--- config.mk ---
export PLATFORM = sky130hd
export DESIGN_NAME = arcade_cfg_inputs
export DESIGN_NICKNAME = d
export VERILOG_FILES = /design/src/rtl/arcade_cfg_pkg.sv /design/src/rtl/arcade_cfg_inputs_coin_shaper.sv /design/src/rtl/arcade_cfg_inputs.sv
export SDC_FILE = /design/constraint.sdc
export NUM_CORES = 1
export LEC_CHECK = 0
export CAP_MARGIN = 20
export CORE_ASPECT_RATIO = 1.2
export CORE_MARGIN = 3
export CORE_UTILIZATION = 40
export DETAILED_ROUTE_END_ITERATION = 6
export PLACE_DENSITY = 0.69
export SYNTH_ARGS = -nofsm -noshare
export SYNTH_HDL_FRONTEND = slang
export SYNTH_SLANG_ARGS = --single-unit
export TNS_END_PERCENT = 50
--- constraint.sdc ---
create_clock -name clk_sys -period 4.85 [get_ports clk_sys]
set_clock_uncertainty 0.2 [all_clocks]
set_input_delay 1.2125 -clock clk_sys [delete_from_list [all_inputs] [get_ports clk_sys]]
set_output_delay 1.2125 -clock clk_sys [all_outputs]
set_load 0.02 [all_outputs]
--- src/rtl/arcade_cfg_pkg.sv ---
// Shared types and widths for the arcade configuration/input front-end.
package arcade_cfg_pkg;
  localparam int unsigned JOY_W        = 16;
  localparam int unsigned IOCTL_ADDR_W = 25;
  localparam int unsigned IOCTL_IDX_W  = 8;
  localparam int unsigned PEND_W       = 2;

  typedef enum logic [1:0] {
    IDLE  = 2'd0,
    PULSE = 2'd1,
    GAP   = 2'd2
  } coin_state_t;
endpackage

--- src/rtl/arcade_cfg_inputs_coin_shaper.sv ---
// One coin channel: turns level coin presses into fixed-length pulses separated by a
// minimum gap, queueing up to three presses that arrive while a pulse is in flight.
module coin_shaper
  import arcade_cfg_pkg::*;
#(
  parameter int unsigned COIN_PULSE = 4,
  parameter int unsigned COIN_GAP   = 4
) (
  input  logic clk_sys,
  input  logic RESET_L,
  input  logic tick,
  input  logic coin_raw,
  output logic coin_out
);
  localparam int unsigned CNT_MAX = (COIN_PULSE > COIN_GAP) ? COIN_PULSE : COIN_GAP;
  localparam int unsigned CNT_W   = (CNT_MAX > 1) ? $clog2(CNT_MAX) : 1;
  localparam logic [CNT_W-1:0] PULSE_LAST = CNT_W'(COIN_PULSE - 1);
  localparam logic [CNT_W-1:0] GAP_LAST   = CNT_W'(COIN_GAP - 1);

  coin_state_t       state_q, state_d;
  logic [CNT_W-1:0]  cnt_q, cnt_d;
  logic [PEND_W-1:0] pend_q, pend_d;
  logic              raw_q;
  logic              coin_out_q;
  logic              rise;

  assign rise     = coin_raw & ~raw_q;
  assign coin_out = coin_out_q;

  always_comb begin
    state_d = state_q;
    cnt_d   = cnt_q;
    pend_d  = pend_q;
    case (state_q)
      IDLE: begin
        if (rise) begin
          state_d = PULSE;
          cnt_d   = '0;
        end else if (pend_q != '0) begin
          state_d = PULSE;
          cnt_d   = '0;
          pend_d  = pend_q - PEND_W'(1);
        end
      end
      PULSE: begin
        if (tick) begin
          if (cnt_q == PULSE_LAST) begin
            state_d = GAP;
            cnt_d   = '0;
          end else begin
            cnt_d = cnt_q + CNT_W'(1);
          end
        end
      end
      GAP: begin
        if (tick) begin
          if (cnt_q == GAP_LAST) begin
            state_d = IDLE;
            cnt_d   = '0;
          end else begin
            cnt_d = cnt_q + CNT_W'(1);
          end
        end
      end
      default: begin
        state_d = IDLE;
        cnt_d   = '0;
      end
    endcase
    // Presses arriving while busy (including the cycle GAP ends) are queued, saturating at 3.
    if (state_q != IDLE && rise && pend_q != '1) begin
      pend_d = pend_q + PEND_W'(1);
    end
  end

  always_ff @(posedge clk_sys or negedge RESET_L) begin
    if (!RESET_L) begin
      state_q    <= IDLE;
      cnt_q      <= '0;
      pend_q     <= '0;
      raw_q      <= 1'b0;
      coin_out_q <= 1'b0;
    end else begin
      state_q    <= state_d;
      cnt_q      <= cnt_d;
      pend_q     <= pend_d;
      raw_q      <= coin_raw;
      coin_out_q <= (state_d == PULSE);
    end
  end
endmodule

--- src/rtl/arcade_cfg_inputs.sv ---
// Config/input front-end: shadows DIP and game-select bytes from the ioctl stream and commits
// them atomically when the download ends; muxes per-player joysticks; shapes coin pulses.
module arcade_cfg_inputs
  import arcade_cfg_pkg::*;
#(
  parameter int unsigned NUM_PLAYERS   = 2,
  parameter int unsigned NUM_DIP_BANKS = 8,
  parameter int unsigned DIP_INDEX     = 254,
  parameter int unsigned MOD_INDEX     = 1,
  parameter int unsigned NUM_COINS     = 2,
  parameter int unsigned COIN_PULSE    = 4,
  parameter int unsigned COIN_GAP      = 4
) (
  input  logic                          clk_sys,
  input  logic                          RESET_L,
  input  logic                          ioctl_download,
  input  logic                          ioctl_wr,
  input  logic [IOCTL_IDX_W-1:0]        ioctl_index,
  input  logic [IOCTL_ADDR_W-1:0]       ioctl_addr,
  input  logic [7:0]                    ioctl_dout,
  input  logic                          tick,
  input  logic [JOY_W*NUM_PLAYERS-1:0]  joy_usb,
  input  logic [JOY_W*NUM_PLAYERS-1:0]  joy_db,
  input  logic [NUM_PLAYERS-1:0]        db_ena,
  input  logic [NUM_COINS-1:0]          coin_raw,
  output logic [7:0]                    mod,
  output logic                          mod_valid,
  output logic [8*NUM_DIP_BANKS-1:0]    dip,
  output logic                          dip_valid,
  output logic [JOY_W*NUM_PLAYERS-1:0]  joy_out,
  output logic [JOY_W-1:0]              joy_any,
  output logic [NUM_COINS-1:0]          coin_out
);
  localparam int unsigned DIP_W = 8 * NUM_DIP_BANKS;
  localparam int unsigned JBW   = JOY_W * NUM_PLAYERS;

  logic [DIP_W-1:0] dip_shadow_q, dip_shadow_d, dip_q, dip_d;
  logic [7:0]       mod_shadow_q, mod_shadow_d, mod_q, mod_d;
  logic             dip_dirty_q, dip_dirty_d, mod_dirty_q, mod_dirty_d;
  logic             dip_valid_q, dip_valid_d, mod_valid_q, mod_valid_d;
  logic             dl_q;
  logic             wr_en, dl_rise, dl_fall;
  logic [JBW-1:0]   joy_q, joy_d;
  logic [JOY_W-1:0] joy_any_q, joy_any_d;

  assign wr_en   = ioctl_wr & ioctl_download;
  assign dl_rise = ioctl_download & ~dl_q;
  assign dl_fall = dl_q & ~ioctl_download;

  // Shadow capture during a download, then copy dirty shadows out on its falling edge.
  always_comb begin
    dip_shadow_d = dip_shadow_q;
    mod_shadow_d = mod_shadow_q;
    dip_dirty_d  = dip_dirty_q;
    mod_dirty_d  = mod_dirty_q;
    dip_d        = dip_q;
    mod_d        = mod_q;
    dip_valid_d  = dip_valid_q;
    mod_valid_d  = mod_valid_q;
    if (dl_rise) begin
      dip_dirty_d = 1'b0;
      mod_dirty_d = 1'b0;
    end
    if (wr_en && ioctl_index == IOCTL_IDX_W'(DIP_INDEX)) begin
      for (int b = 0; b < int'(NUM_DIP_BANKS); b++) begin
        if (ioctl_addr == IOCTL_ADDR_W'(b)) begin
          dip_shadow_d[8*b +: 8] = ioctl_dout;
          dip_dirty_d            = 1'b1;
        end
      end
    end
    if (wr_en && ioctl_index == IOCTL_IDX_W'(MOD_INDEX) && ioctl_addr == '0) begin
      mod_shadow_d = ioctl_dout;
      mod_dirty_d  = 1'b1;
    end
    if (dl_fall) begin
      if (dip_dirty_q) begin
        dip_d       = dip_shadow_q;
        dip_valid_d = 1'b1;
        dip_dirty_d = 1'b0;
      end
      if (mod_dirty_q) begin
        mod_d       = mod_shadow_q;
        mod_valid_d = 1'b1;
        mod_dirty_d = 1'b0;
      end
    end
  end

  always_comb begin
    joy_d     = '0;
    joy_any_d = '0;
    for (int p = 0; p < int'(NUM_PLAYERS); p++) begin
      joy_d[p*JOY_W +: JOY_W] = db_ena[p] ? joy_db[p*JOY_W +: JOY_W] : joy_usb[p*JOY_W +: JOY_W];
      joy_any_d               = joy_any_d | joy_d[p*JOY_W +: JOY_W];
    end
  end

  always_ff @(posedge clk_sys or negedge RESET_L) begin
    if (!RESET_L) begin
      dip_shadow_q <= '0;
      mod_shadow_q <= '0;
      dip_dirty_q  <= 1'b0;
      mod_dirty_q  <= 1'b0;
      dip_q        <= '0;
      mod_q        <= '0;
      dip_valid_q  <= 1'b0;
      mod_valid_q  <= 1'b0;
      dl_q         <= 1'b0;
      joy_q        <= '0;
      joy_any_q    <= '0;
    end else begin
      dip_shadow_q <= dip_shadow_d;
      mod_shadow_q <= mod_shadow_d;
      dip_dirty_q  <= dip_dirty_d;
      mod_dirty_q  <= mod_dirty_d;
      dip_q        <= dip_d;
      mod_q        <= mod_d;
      dip_valid_q  <= dip_valid_d;
      mod_valid_q  <= mod_valid_d;
      dl_q         <= ioctl_download;
      joy_q        <= joy_d;
      joy_any_q    <= joy_any_d;
    end
  end

  assign dip       = dip_q;
  assign dip_valid = dip_valid_q;
  assign mod       = mod_q;
  assign mod_valid = mod_valid_q;
  assign joy_out   = joy_q;
  assign joy_any   = joy_any_q;

  for (genvar c = 0; c < int'(NUM_COINS); c++) begin : g_coin
    coin_shaper #(
      .COIN_PULSE (COIN_PULSE),
      .COIN_GAP   (COIN_GAP)
    ) u_coin (
      .clk_sys  (clk_sys),
      .RESET_L  (RESET_L),
      .tick     (tick),
      .coin_raw (coin_raw[c]),
      .coin_out (coin_out[c])
    );
  end
endmodule

Word level (Yosys, flattened, before mapping)
Cells that the tools add are included.
{ "word_totals": {"regBits": 213, "latch_bits": 0, "ram_bits": 0, "rom_bits": 0, "in_bits": 114, "output_inout_bits": 124, "word_cells": 153, "mem_count": 0} }
{ "classes": {"add_sub_neg": 6, "n_mul": 0, "div_mod_pow": 0, "order_cmp": 0, "eq_ne": 25, "shifts": 0, "mux": 50, "bitwise": 10, "n_reduce_logical": 34} }
{ "op_table": {"columns": ["operator", "count"], "rows": [
  ["$eq 25x3->1 const B", 4],
  ["$mux 2", 28],
  ["$eq 25x2->1 const B", 2],
  ["$mux 16", 2],
  ["$eq 25x1->1 const B", 1],
  ["$logic_not 25->1", 1],
  ["$reduce_and 2->1", 12],
  ["$mux 1", 16],
  ["$or 16x16->16", 1],
  ["$reduce_bool 2->1", 8],
  ["$pmux 2 s3", 2],
  ["$add 2x1->2 const B", 4],
  ["$eq 2x1->1 const B", 4],
  ["$eq 2x2->1 const B", 4],
  ["$eq 8x1->1 const B", 1],
  ["$eq 8x8->1 const B", 1],
  ["$ne 2x2->1 const B", 4],
  ["$pmux 2 s2", 2],
  ["$logic_and 1x1->1", 7],
  ["$ne 3x1->1 const B", 2],
  ["$reduce_and 3->1", 2],
  ["$and 1x1->1", 5],
  ["$logic_not 2->1", 2],
  ["$ne 2x1->1 const B", 2],
  ["other kinds (3)", 8]
]} }

Logic depth before layout (Yosys ltp)
{ "depth": {"ltp_word": 14, "depth_mapped": 6, "mapped_depth_nobuf": 6} }

Hierarchy
Synthesis repeated with hierarchy kept, for this count alone.
{ "hier_totals": {"hier_cells": 540, "hier_area_um2": 8441.8} }
{ "modules_own_cells": {"columns": ["mod", "n_inst", "cells_per_inst", "area_each_um2"], "rows": [
  ["arcade_cfg_inputs", 1, 444, 7453.4],
  ["coin_shaper", 2, 48, 494.2]
]} }

Least setup slack after synthesis
OpenSTA, ideal clock, no wires.
{ "synth_timing": {"path_type": "input-to-reg", "start": "input port ioctl_addr[10]", "end": "register mod_shadow_q[0]", "setup_ns": 0.125, "t_arrival_ns": 2.939, "setup_slack_ns": 1.586, "stages": 5, "path_cell_list": "or4_1 > nor3_2 > and4_1 > buf_2 > mux2_2"} }
{ "synth_between": {"elab_chain_cells": 2} }
{ "synth_lines": {"columns": ["item", "line", "source"], "rows": [
  ["start: declaration", "arcade_cfg_inputs.sv:19", "input logic [IOCTL_ADDR_W-1:0] ioctl_addr,"],
  ["$logic_not 25->1", "arcade_cfg_inputs.sv:72", "if (wr_en && ioctl_index == IOCTL_IDX_W'(MOD_INDEX) && ioctl_addr == '0) begin"],
  ["$logic_and 1x1->1", "arcade_cfg_inputs.sv:72", null],
  ["end signal: assignment", "arcade_cfg_inputs.sv:114", "mod_shadow_q <= mod_shadow_d;"],
  ["end: declaration", "arcade_cfg_inputs.sv:38", "logic [7:0] mod_shadow_q, mod_shadow_d, mod_q, mod_d;"]
]} }
No other way between the ends.
A chain may end at the register's enable or synchronous reset.

Worst setup path after layout
{ "layout_timing": {"start": "input port ioctl_addr[18]", "end": "register mod_shadow_q[3]"} }
Same word-level chain as after synthesis.

==> impl_results.html <==
<table>
<tr><th>Metric</th><th>Value</th></tr>
<tr><th colspan="2">Critical path</th></tr>
<tr><td>Family of cells with the greatest summed delay on the critical path</td><td>simple AND/OR/NAND/NOR gates</td></tr>
<tr><td>Worst setup EP type</td><td>flip-flop</td></tr>
<tr><td>Endpoint arrival time on the critical path</td><td>3.56 ns</td></tr>
<tr><td>Category of the most critical setup path</td><td>in -&gt; reg</td></tr>
<tr><td>Chain of cells forming the critical path</td><td>clkdlybuf4s50_1 &gt; or4_1 &gt; nor3_2 &gt; and4_1 &gt; mux2_2</td></tr>
<tr><td>Required time at the endpoint of the critical path</td><td>5.03 ns</td></tr>
<tr><td>CP max stage delay</td><td>0.64 ns</td></tr>
<tr><td>Crit Path Max Fanout</td><td>9</td></tr>
<tr><td>CP startpoint kind</td><td>input port</td></tr>
<tr><td>Buffers plus inverters on the worst setup path</td><td>1</td></tr>
<tr><td>Critical path's slowest cell</td><td>or4_1</td></tr>
<tr><th colspan="2">Yosys</th></tr>
<tr><td>Post-synthesis register bit count</td><td>213</td></tr>
<tr><td>Sequential share of the synthesized area</td><td>0.638</td></tr>
<tr><td>Synth unique cells</td><td>39</td></tr>
<tr><td>Synthesized instance count</td><td>539</td></tr>
<tr><td>Count of synthesis-stage warnings from yosys</td><td>0</td></tr>
<tr><td>Synthesized net count</td><td>663</td></tr>
<tr><td>Cell area after synthesis</td><td>0.00835 mm^2</td></tr>
<tr><td>Average cell area after synthesis</td><td>15.5 um^2</td></tr>
<tr><th colspan="2">Clock network</th></tr>
<tr><td>Clock sink count</td><td>213</td></tr>
<tr><td>Skew-Pair Late Insertion Delay</td><td>0.50 ns</td></tr>
<tr><td>CTS HTree Levels</td><td>1</td></tr>
<tr><td>Post-cts repair resize count</td><td>0</td></tr>
<tr><td>Total setup buffers inserted after CTS</td><td>0</td></tr>
<tr><td>Cts hold-fix bufs</td><td>0</td></tr>
<tr><td>CTS Buf Count</td><td>22</td></tr>
<tr><td>Cell chosen for the clock root</td><td>clkbuf_16</td></tr>
<tr><td>Buffers from clock root to sink, at most</td><td>3</td></tr>
<tr><td>CTS tree</td><td>built</td></tr>
<tr><td>Reg clk slew, reported paths</td><td>0.06 ns</td></tr>
<tr><th colspan="2">Power</th></tr>
<tr><td>Reported net switching power</td><td>0.00102 W</td></tr>
<tr><td>Internal</td><td>0.00325 W</td></tr>
<tr><td>Overall power consumption</td><td>0.00428 W</td></tr>
<tr><td>Maximum vdd ir drop</td><td>0.257 mV</td></tr>
<tr><td>Total power density per cell area</td><td>361 mW/mm^2</td></tr>
<tr><td>Fraction of power spent switching nets</td><td>0.239</td></tr>
<tr><td>Power share of the sequential group</td><td>0.447</td></tr>
<tr><td>Combinational power share</td><td>0.135</td></tr>
<tr><td>Share of total power in the clock network</td><td>0.418</td></tr>
<tr><td>Static leakage</td><td>5.53 nW</td></tr>
<tr><th colspan="2">STA</th></tr>
<tr><td>Final setup violation count</td><td>0</td></tr>
<tr><td>Total Neg Setup Slack</td><td>0 ns</td></tr>
<tr><td>Number of pins exceeding their max-slew limit in the final report</td><td>0</td></tr>
<tr><td>Maximum frequency from static timing analysis</td><td>0.296 GHz</td></tr>
<tr><td>Minimum period implied by the final worst setup slack</td><td>3.38 ns</td></tr>
<tr><td>Slew headroom</td><td>0.411</td></tr>
<tr><td>Setup slack of the critical path after layout</td><td>1.47 ns</td></tr>
<tr><td>Tcrit/Tclk final</td><td>0.697</td></tr>
<tr><td>Setup repair after global routing missed its margin</td><td>false</td></tr>
<tr><td>Worst Max-Slew Pin Slew</td><td>0.881 ns</td></tr>
<tr><td>Final Hold Vio Count</td><td>0</td></tr>
<tr><th colspan="2">Floorplan</th></tr>
<tr><td>Starting Density</td><td>0.410</td></tr>
<tr><td>Floorplan row count</td><td>57</td></tr>
<tr><td>Floorplan die area</td><td>0.0227 mm^2</td></tr>
<tr><td>Die width</td><td>138 um</td></tr>
<tr><td>Top-level port count</td><td>238</td></tr>
<tr><td>Vertical extent of the die</td><td>164 um</td></tr>
<tr><td>Placeable Area</td><td>0.0204 mm^2</td></tr>
<tr><th colspan="2">Finish</th></tr>
<tr><td>Area grow syn2layout</td><td>41.7%</td></tr>
<tr><td>Filler cell count in the final layout</td><td>1584</td></tr>
<tr><td>Final #Nets</td><td>913</td></tr>
<tr><td>Number of inserted diodes</td><td>0</td></tr>
<tr><td>Fraction of final layout cells sized beyond drive strength 1</td><td>0.318</td></tr>
<tr><td>Final non-filler cell area</td><td>0.0118 mm^2</td></tr>
<tr><th colspan="2">Route</th></tr>
<tr><td>Vias per std cell</td><td>4.99</td></tr>
<tr><td>DRT iter0 DRCs</td><td>185</td></tr>
<tr><td>Routed wirelength normalized by instance count</td><td>18.6 um</td></tr>
<tr><td>DR vias</td><td>5344</td></tr>
<tr><td>DRC violation count after routing</td><td>0</td></tr>
<tr><td>Routed Antenna Nets</td><td>0</td></tr>
<tr><td>Total length of routed wires</td><td>19.9 mm</td></tr>
<tr><td>Total iterations of the first detailed-routing run</td><td>4</td></tr>
<tr><th colspan="2">Hold path</th></tr>
<tr><td>Type of the most critical hold path</td><td>reg -&gt; reg</td></tr>
<tr><th colspan="2">Placed design</th></tr>
<tr><td>Port Buf Inserts</td><td>237</td></tr>
<tr><td>Routability congestion estimate from global placement</td><td>0.784</td></tr>
<tr><td>Cell area reported after detailed placement</td><td>0.0110 mm^2</td></tr>
<tr><td>Pre-CTS setup slack</td><td>0.941 ns</td></tr>
<tr><td>Total half-perimeter wirelength after legalization and detailed placement</td><td>14.5 mm</td></tr>
<tr><th colspan="2">Global route</th></tr>
<tr><td>Largest net degree at the start of global routing</td><td>105</td></tr>
<tr><td>Number of global-route vias before repair</td><td>5966</td></tr>
<tr><td>First-pass GRT wire length</td><td>31.3 mm</td></tr>
<tr><td>Antenna violations before repair</td><td>0</td></tr>
<tr><td>Global-route usage over all layers</td><td>0.176</td></tr>
<tr><td>Global-route congestion overflow total</td><td>0</td></tr>
<tr><th colspan="2">Flow run</th></tr>
<tr><td>Max capacitance violation total</td><td>0</td></tr>
<tr><th colspan="2">Run status</th></tr>
<tr><td>Outcome</td><td>complete, no violations</td></tr>
</table>
## cells in the final DEF (no fill, tap or decap), types with 2 or more instances in the layout
cell type,instances
dfrtp_1,213
o21ai_0,6
nor2b_1,7
o22ai_1,4
nor3_2,2
a21oi_1,5
nor4_4,3
nor2_1,9
ha_1,10
nor3_1,4
a221oi_1,2
clkdlybuf4s50_1,236
nand3_1,2
clkinvlp_4,2
clkinv_2,3
buf_4,3
a32oi_1,3
mux2_2,178
a31o_2,2
inv_1,14
clkbuf_16,22
bufinv_16,3
clkbuf_8,8
or2_2,16
nand4_2,8
nand2b_1,6
a31oi_1,2
nand2_1,5
o211ai_1,2
or4_1,4
and2_1,4
a22o_1,2
## per-stage QoR
stage	utilization	hold slack, ns	cells
4_1_cts	0.580	0.274	1070
2_1_floorplan	-	0.244	539
6_report	0.580	0.272	1070
5_1_grt	0.580	0.283	1070
3_3_place_gp	0.541	0.251	1030
3_5_place_dp	0.541	0.256	1030
## synthesized netlist by cell type
cell type / instances / area, um^2
a21oi_1: 5 / 25.0
a221oi_1: 2 / 17.5
a22o_1: 2 / 17.5
a31o_2: 2 / 17.5
a31oi_1: 2 / 12.5
a32oi_1: 3 / 26.3
and2_1: 4 / 25.0
and3_1: 1 / 6.26
and4_1: 1 / 8.76
buf_1: 1 / 3.75
buf_2: 1 / 5.00
buf_4: 2 / 15.0
clkbuf_1: 11 / 41.3
dfrtp_1: 213 / 5330
ha_1: 10 / 125
inv_1: 14 / 52.6
mux2_2: 178 / 2000
nand2_1: 6 / 22.5
nand2b_1: 6 / 37.5
nand3_1: 2 / 10.0
nand3b_1: 1 / 7.51
nand4_1: 1 / 6.26
nand4_2: 8 / 100
nand4b_1: 1 / 8.76
nor2_1: 9 / 33.8
nor2b_1: 7 / 43.8
nor3_1: 4 / 20.0
nor3_2: 2 / 20.0
nor4_1: 1 / 6.26
nor4_2: 1 / 12.5
nor4_4: 3 / 63.8
nor4b_1: 1 / 8.76
o211ai_1: 2 / 15.0
o21a_1: 1 / 7.51
o21ai_0: 6 / 30.0
o22ai_1: 4 / 25.0
or2_2: 16 / 100
or4_1: 4 / 30.0
or4_4: 1 / 11.3
## worst paths after layout
| check | cells after the start | slack [ns] | end | startpoint |
|---|---|---|---|---|
| max in group asynchronous | 2 | 2.86 | dip[1] | RESET_L |
| min | 1 | 0.27 | dip_valid | dip_valid |
| min in group asynchronous | 1 | 0.60 | mod[6] | RESET_L |
| min reg2reg | 1 | 0.27 | dip_valid | dip_valid |
| max | 5 | 1.47 | mod_shadow_q[3] | ioctl_addr[18] |
| max reg2reg | 4 | 3.01 | dip[50] | dl_q |
## kinds of logic (layout without fill, tap and decap cells)
kind of cell             after synthesis  after routing  share of synthesized area
multiplexers                         178            178                      0.240
flip-flops                           213            213                      0.638
AND/OR/NAND/NOR                       80             80                     0.0698
AO/OA/AOI/OAI                         29             29                     0.0232
buffers and inverters                 29            295                     0.0141
adder cells (fa/ha/maj)               10             10                     0.0150
## metal layers
| metal | share of wire | track usage |
|---|---|---|
| met5 | 0 | 0 |
| met3 | 0.12 | 0.0729 |
| met1 | 0.37 | 0.197 |
| met4 | 0.017 | 0.0440 |
| met2 | 0.49 | 0.310 |
## power by group through the flow
stage	logic, W	registers [W]	clock network [W]
finish	0.000576	0.00191	0.00179
global route	0.000634	0.00192	0.00192
CTS	0.000584	0.00191	0.00184
detailed placement	0.000580	0.00194	0
global placement	0.000548	0.00194	0
floorplan	0.000263	0.00197	0
## worst reg2reg max path: cells and delay by family (launching register included)
family | cells | cell delay [ns]
buffers and inverters | 1 | 0.46
muxes | 1 | 0.42
DFF | 1 | 0.37
and+or+nand+nor | 2 | 0.27
## cell type report
| type | count | area (um^2) | share of cell area |
|---|---|---|---|
| Inverter | 14 | 52.6 | 0.00444 |
| Clock inverter | 10 | 145 | 0.0123 |
| Multi-Input combinational cell | 297 | 2910 | 0.246 |
| Sequential cell | 213 | 5330 | 0.450 |
| Timing Repair Buffer | 241 | 2420 | 0.204 |
| Clock buffer | 30 | 651 | 0.0550 |
| Tap cell | 265 | 332 | 0.0280 |
## flip-flops by register name, indices dropped and copies added, names as in the netlist
name and flops:
dip 64, dip_dirty_q 1, dip_shadow_q 64, dip_valid 1, dl_q 1, g_coin.u_coin.cnt_q 4
g_coin.u_coin.coin_out 2, g_coin.u_coin.pend_q 4, g_coin.u_coin.raw_q 2, g_coin.u_coin.state_q 4, joy_any 16, joy_out 32
mod 8, mod_dirty_q 1, mod_shadow_q 8, mod_valid 1
(Power assumes the default switching activity.)
